===== src/rtl/fburg_pkg.sv =====
// Shared definitions for the host/internal register-port arbiter.
// Latency: n/a (types and constants only).
// Backpressure: n/a.
package fburg_pkg;

   // Arbiter FSM encoding.
   typedef enum logic [2:0] {
      IDLE  = 3'd0,
      HACC  = 3'd1,
      HRD   = 3'd2,
      HDONE = 3'd3,
      IACC  = 3'd4,
      IRESP = 3'd5
   } state_t;

   // Read data handed back to the host for any rejected read.
   localparam logic [15:0] ERR_DATA_DFLT = 16'hdead;

   // Host byte address whose legal write clears the sticky Int flag.
   localparam logic [11:0] INT_CLR_ADDR = 12'h000;

endpackage


===== src/rtl/fburg_sync2.sv =====
// Two-flop synchronizer for one active-low asynchronous strobe.
// Latency: 2 Clk cycles from d to q.
// Backpressure: none; samples every cycle.
// Ports: Clk, Reset (sync, active-high, forces q=1), d (async in), q (synced out).
module fburg_sync2 (
   input  logic Clk,
   input  logic Reset,
   input  logic d,
   output logic q
);

   logic meta;

   // Reset value is 1 so that strobes read as inactive until really seen low.
   always_ff @(posedge Clk) begin
      if (Reset) begin
         meta <= 1'b1;
         q    <= 1'b1;
      end else begin
         meta <= d;
         q    <= meta;
      end
   end

endmodule


===== src/rtl/fburg_bus_arb.sv =====
// Arbitrates one shared 16-bit register port between an async host bus and an internal requester.
// Latency: host write 2 / read 3 cycles from synced strobe to WaitN release; internal read data 1 cycle after IGnt.
// Backpressure: host held off with WaitN low; internal requester holds IReq until the IGnt pulse.
// Ports: Clk/Reset; host side Addr, DataIn, DataOut, DataOe, Cs, Rd, Wr, WaitN, WaitOe, Int;
//        internal side IReq, IWe, IAddr, IWdata, IGnt, IValid, IRdata;
//        register port RegEn, RegWe, RegAddr, RegWdata, RegRdata (read data one cycle after RegEn).
module fburg_bus_arb
   import fburg_pkg::*;
#(
   parameter int          REG_AW   = 6,
   parameter logic [15:0] ERR_DATA = ERR_DATA_DFLT
) (
   input  logic              Clk,
   input  logic              Reset,
   input  logic [11:0]       Addr,
   input  logic [15:0]       DataIn,
   output logic [15:0]       DataOut,
   output logic              DataOe,
   input  logic              Cs,
   input  logic              Rd,
   input  logic              Wr,
   output logic              WaitN,
   output logic              WaitOe,
   output logic              Int,
   input  logic              IReq,
   input  logic              IWe,
   input  logic [REG_AW-1:0] IAddr,
   input  logic [15:0]       IWdata,
   output logic              IGnt,
   output logic              IValid,
   output logic [15:0]       IRdata,
   output logic              RegEn,
   output logic              RegWe,
   output logic [REG_AW-1:0] RegAddr,
   output logic [15:0]       RegWdata,
   input  logic [15:0]       RegRdata
);

   state_t            state;
   state_t            state_nxt;
   logic              cs_s;
   logic              rd_s;
   logic              wr_s;
   logic              last_int;    // 1: the internal side was granted most recently
   logic [11:0]       addr_q;
   logic [15:0]       wdat_q;
   logic              hwr_q;
   logic              iwe_q;
   logic              host_req;
   logic              host_conf;
   logic              host_win;
   logic              strobes_idle;
   logic              addr_ok;
   logic [REG_AW-1:0] haddr_w;

   fburg_sync2 u_sync_cs (.Clk(Clk), .Reset(Reset), .d(Cs), .q(cs_s));
   fburg_sync2 u_sync_rd (.Clk(Clk), .Reset(Reset), .d(Rd), .q(rd_s));
   fburg_sync2 u_sync_wr (.Clk(Clk), .Reset(Reset), .d(Wr), .q(wr_s));

   // Read enable on the raw pins so the host sees its bus driven without sync delay.
   assign DataOe = ~Cs & ~Rd;

   // Exactly one of Rd/Wr low is a normal cycle; both low is a protocol
   // error that still competes for the port so it gets flagged once.
   assign host_req     = !cs_s && (rd_s != wr_s);
   assign host_conf    = !cs_s && !rd_s && !wr_s;
   assign host_win     = (host_req || host_conf) && (!IReq || last_int);
   assign strobes_idle = cs_s && rd_s && wr_s;

   assign haddr_w = addr_q[REG_AW:1];
   assign addr_ok = !addr_q[0] && ((addr_q >> (REG_AW + 1)) == '0);

   assign IRdata = RegRdata;

   // State register.
   always_ff @(posedge Clk) begin
      if (Reset) state <= IDLE;
      else       state <= state_nxt;
   end

   // Next-state logic.
   always_comb begin
      state_nxt = state;
      case (state)
         IDLE: begin
            if (host_win)  state_nxt = host_conf ? HDONE : HACC;
            else if (IReq) state_nxt = IACC;
         end
         HACC:    state_nxt = (addr_ok && !hwr_q) ? HRD : HDONE;
         HRD:     state_nxt = HDONE;
         // Wait for the host to end its bus cycle so one cycle is one access.
         HDONE:   if (strobes_idle) state_nxt = IDLE;
         IACC:    state_nxt = IRESP;
         IRESP:   state_nxt = IDLE;
         default: state_nxt = IDLE;
      endcase
   end

   // Output logic; everything is quiet while Reset is held.
   always_comb begin
      WaitN    = 1'b1;
      WaitOe   = 1'b0;
      RegEn    = 1'b0;
      RegWe    = 1'b0;
      RegAddr  = '0;
      RegWdata = '0;
      IGnt     = 1'b0;
      IValid   = 1'b0;
      if (!Reset) begin
         case (state)
            IDLE: begin
               // Start holding the host off in the very cycle it wins.
               if (host_win) begin
                  WaitOe = 1'b1;
                  WaitN  = 1'b0;
               end
            end
            HACC: begin
               WaitOe   = 1'b1;
               WaitN    = 1'b0;
               RegEn    = addr_ok;
               RegWe    = addr_ok && hwr_q;
               RegAddr  = haddr_w;
               RegWdata = wdat_q;
            end
            HRD: begin
               WaitOe = 1'b1;
               WaitN  = 1'b0;
            end
            HDONE: WaitOe = !strobes_idle;
            IACC: begin
               RegEn    = 1'b1;
               RegWe    = IWe;
               RegAddr  = IAddr;
               RegWdata = IWdata;
               IGnt     = 1'b1;
            end
            IRESP:   IValid = !iwe_q;
            default: ;
         endcase
      end
   end

   // Datapath: host capture, read-data register, error flag, round-robin memory.
   always_ff @(posedge Clk) begin
      if (Reset) begin
         DataOut  <= '0;
         Int      <= 1'b0;
         last_int <= 1'b1;
         addr_q   <= '0;
         wdat_q   <= '0;
         hwr_q    <= 1'b0;
         iwe_q    <= 1'b0;
      end else begin
         case (state)
            IDLE: begin
               if (host_win) begin
                  addr_q   <= Addr;
                  wdat_q   <= DataIn;
                  hwr_q    <= !wr_s;
                  last_int <= 1'b0;
                  if (host_conf) begin
                     Int     <= 1'b1;
                     DataOut <= ERR_DATA;
                  end
               end else if (IReq) begin
                  last_int <= 1'b1;
               end
            end
            HACC: begin
               if (!addr_ok) begin
                  Int <= 1'b1;
                  if (!hwr_q) DataOut <= ERR_DATA;
               end else if (hwr_q && (addr_q == INT_CLR_ADDR)) begin
                  Int <= 1'b0;
               end
            end
            HRD:     DataOut <= RegRdata;
            IACC:    iwe_q   <= IWe;
            default: ;
         endcase
      end
   end

endmodule


===== config.mk =====
export PLATFORM = sky130hd
export DESIGN_NAME = fburg_bus_arb
export DESIGN_NICKNAME = d
export VERILOG_FILES = /design/src/rtl/fburg_pkg.sv /design/src/rtl/fburg_sync2.sv /design/src/rtl/fburg_bus_arb.sv
export SDC_FILE = /design/constraint.sdc
export NUM_CORES = 1
export LEC_CHECK = 0
export ABC_AREA = 1
export CAP_MARGIN = 20
export CORE_ASPECT_RATIO = 0.5
export CORE_MARGIN = 3
export CORE_UTILIZATION = 40
export DETAILED_ROUTE_END_ITERATION = 10
export PLACE_DENSITY = 0.8
export SLEW_MARGIN = 20
export SYNTH_ARGS = -nofsm -noshare
export SYNTH_HDL_FRONTEND = slang
export SYNTH_HIERARCHICAL = 1
export SYNTH_SLANG_ARGS = --single-unit
export TNS_END_PERCENT = 5

===== constraint.sdc =====
create_clock -name Clk -period 1.5 [get_ports Clk]
set_input_delay 0.225 -clock Clk [delete_from_list [all_inputs] [get_ports Clk]]
set_output_delay 0.225 -clock Clk [all_outputs]
set_load 0.005 [all_outputs]

==> results.json <==
{
  "period_minus_slack_ns": 1.755,
  "fp-row-count": 20,
  "die_area_um2": 7846,
  "wl_mm": 9.285,
  "max_slew_margin": 0.8059,
  "drc": 0,
  "core_um2": 6306,
  "antenna_found_initial": 0,
  "fillers": 466,
  "grt_pass1_wl_mm": 14.59,
  "initial_core_util": 0.4290,
  "critPathMaxStageDelay_ns": 0.33,
  "violations": "negative setup slack",
  "cts_max_path_buffers": 2,
  "power.density_nw_per_um2": 1505,
  "timing.fmax_ghz": 0.5697,
  "root_buffer": "clkbuf_16",
  "reg2reg_slack_ns": -0.09,
  "overflow": 0,
  "ant_nets": 0,
  "clock-skew-final_ns": 0.008613,
  "ys_seq_elements": 57,
  "clk_pin_slew_ns": 0.05,
  "maxSlewViolCount": 0,
  "cp.arrival_ns": 1.53,
  "cp_max_fo": 6,
  "place_hpwl_mm": 5.868,
  "setup_tns_ns": -6.068,
  "cp_common_cell": "nor2_4",
  "htree_levels": 3,
  "syn_to_final_growth_pct": 74.84,
  "layout.nets": 603,
  "die_x_um": 122.3,
  "ys_seq_area_frac": 0.4218,
  "grt_usage": 0.2394,
  "peakVddDrop_uv": 761.3,
  "drive_gt1_frac": 0.2542,
  "cts-buffers-inserted": 9,
  "netlist_area_um2": 2705,
  "synth_top_area_frac": 0.4218,
  "yosys_warnings": 6,
  "clk_latency_ns": 0.33,
  "crit_type": "flip-flop to output pin",
  "endpoint_kind": "output pin",
  "worst_slack_ns": -0.2552,
  "die_y_um": 64.15,
  "place.port_buffers": 134,
  "p_leak_nw": 2.079,
  "async_flop_share": 0,
  "synth_edf_count": 0,
  "clock-sinks": 57,
  "viasPerCell": 4.909,
  "outcome": "finished with violations",
  "cts_tree": "yes",
  "synth_area_leaders": "dfxtp_1 (42%), nor2_1 (10%), o21ai_0 (8.7%)",
  "drt_iter0_markers": 204,
  "gp_congestion": 0.8716,
  "pin_count": 135,
  "synth.largest_area_cell": "dfxtp_1",
  "antenna_cells": 0,
  "setup_violations": 32,
  "cp_cell_sequence": "nor2_4 -> nand2_4 -> nor2_4 -> buf_6 -> buf_12 -> a32o_1 -> buf_2",
  "grt_max_degree": 28,
  "final_common_cell": "clkdlybuf4s50_1",
  "avgRoutedWirePerCell_um": 14.90,
  "dr_total_vias": 3058,
  "hp-class": "flip-flop to flip-flop",
  "hold_viol": 0,
  "synth_fp_nets": 448,
  "worst_pin_slew_ns": 0.2905,
  "drv_cap": 0,
  "grt_pass1_vias": 2994,
  "rsz0062_at_grt": "yes",
  "syn-mean-instance-area_um2": 7.214,
  "dr.pass1.iters": 5,
  "cp.required_ns": 1.27,
  "cp_slowest_cell": "dfxtp_2",
  "postSynthCellCount": 375,
  "yosysUniqueCellTypes": 26,
  "startpoint_type": "flip-flop",
  "synthFlopType": "dfxtp_1",
  "layout_common_cells": "clkdlybuf4s50_1 (105), nor2_1 (68), dfxtp_1 (54), inv_1 (43), nand2_1 (43)",
  "fin_crit_sh": 1.170,
  "dp_slack_ns": -0.5021
}
[logic make-up after synthesis]
group                  after synthesis  synth area share
AOI/OAI and AO/OA                   92            0.2063
buffers and inverters               87            0.1605
DFF                                 57            0.4218
and+or+nand+nor                    139            0.2114
[where the power goes]
part	leakage (nW)	internal [mW]	switching (mW)
logic	1.46	1.57	1.39
registers	0.467	1.77	0.142
clock network	0.151	1.50	0.751
[per-layer routing]
metal / part of all wire / up-vias / global-route usage
met3: 0.079 / 25 / 0.07427
met1: 0.40 / 1387 / 0.2918
met4: 0.026 / 0 / 0.08368
met5: 0 / - / 0
li1: - / 1511 / -
met2: 0.49 / 135 / 0.4012
[state kept, by name (all words and copies together) (netlist names)]
name,cells
DataOut,16
wdat_q,16
addr_q,12
state,3
Int,1
hwr_q,1
iwe_q,1
last_int,1
u_sync_cs/meta,1
u_sync_cs/q,1
u_sync_rd/meta,1
u_sync_rd/q,1
u_sync_wr/meta,1
u_sync_wr/q,1
[final cells by class]
class / count / area, um2 / area share
Timing Repair Buffer: 180 / 1714 / 0.3624
Inverter: 51 / 201.4 / 0.04259
Clock inverter: 6 / 91.34 / 0.01931
Tap cell: 88 / 110.1 / 0.02328
Clock buffer: 10 / 239.0 / 0.05053
Multi-Input combinational cell: 231 / 1224 / 0.2587
Sequential cell: 57 / 1150 / 0.2431
[Yosys cell counts, types with 3 or more instances]
library cell   n
dfxtp_1       57
clkbuf_1       5
inv_2          6
buf_4         19
nand2_1       48
a21oi_1       24
o21ai_0       47
buf_2          8
buf_6          3
a32o_1        16
inv_1         44
nor2_2         3
nor2_1        75
nand2_2        4
[worst paths after layout]
check | startpoint | to | cells past startpoint
min reg2reg | u_sync_cs/meta$_SDFF_PP1_ | u_sync_cs/q$_SDFF_PP1_ | 2
max | state[1]$_SDFFE_PP0P_ | RegWdata[14] | 7
max reg2reg | state[2]$_SDFFE_PP0P_ | DataOut[4]$_SDFFE_PP0P_ | 11
min | u_sync_cs/meta$_SDFF_PP1_ | u_sync_cs/q$_SDFF_PP1_ | 2
[worst max-delay path: cells and delay by family, from the launching register on]
family	cells	cell delay [ns]
buffers and inverters	3	0.39
AND/OR/NAND/NOR	3	0.34
flip-flops	1	0.33
AO/OA/AOI/OAI	1	0.13
[timing repair]
| action | in CTS | in global routing |
|---|---|---|
| hold buffers | 0 | 0 |
| resized for setup | 149 | 35 |
| cloned | 3 | 0 |
| setup buffers | 5 | 0 |
| pin swaps | 23 | 5 |
| setup endpoints to repair | 58 | 78 |
[through the flow]
step	power [mW]	cell area, um2	instances	util	hold WS, ns
2_1_floorplan	3.067	2705	375	-	0.3168
3_3_place_gp	4.403	4272	600	0.6774	0.3859
3_5_place_dp	4.459	4272	600	0.6774	0.3995
4_1_cts	7.020	4663	624	0.7395	0.4114
5_1_grt	7.509	4730	623	0.7500	0.4246
6_report	7.119	4730	623	0.7500	0.4165
Note: power is estimated with default switching activity, not from simulation.
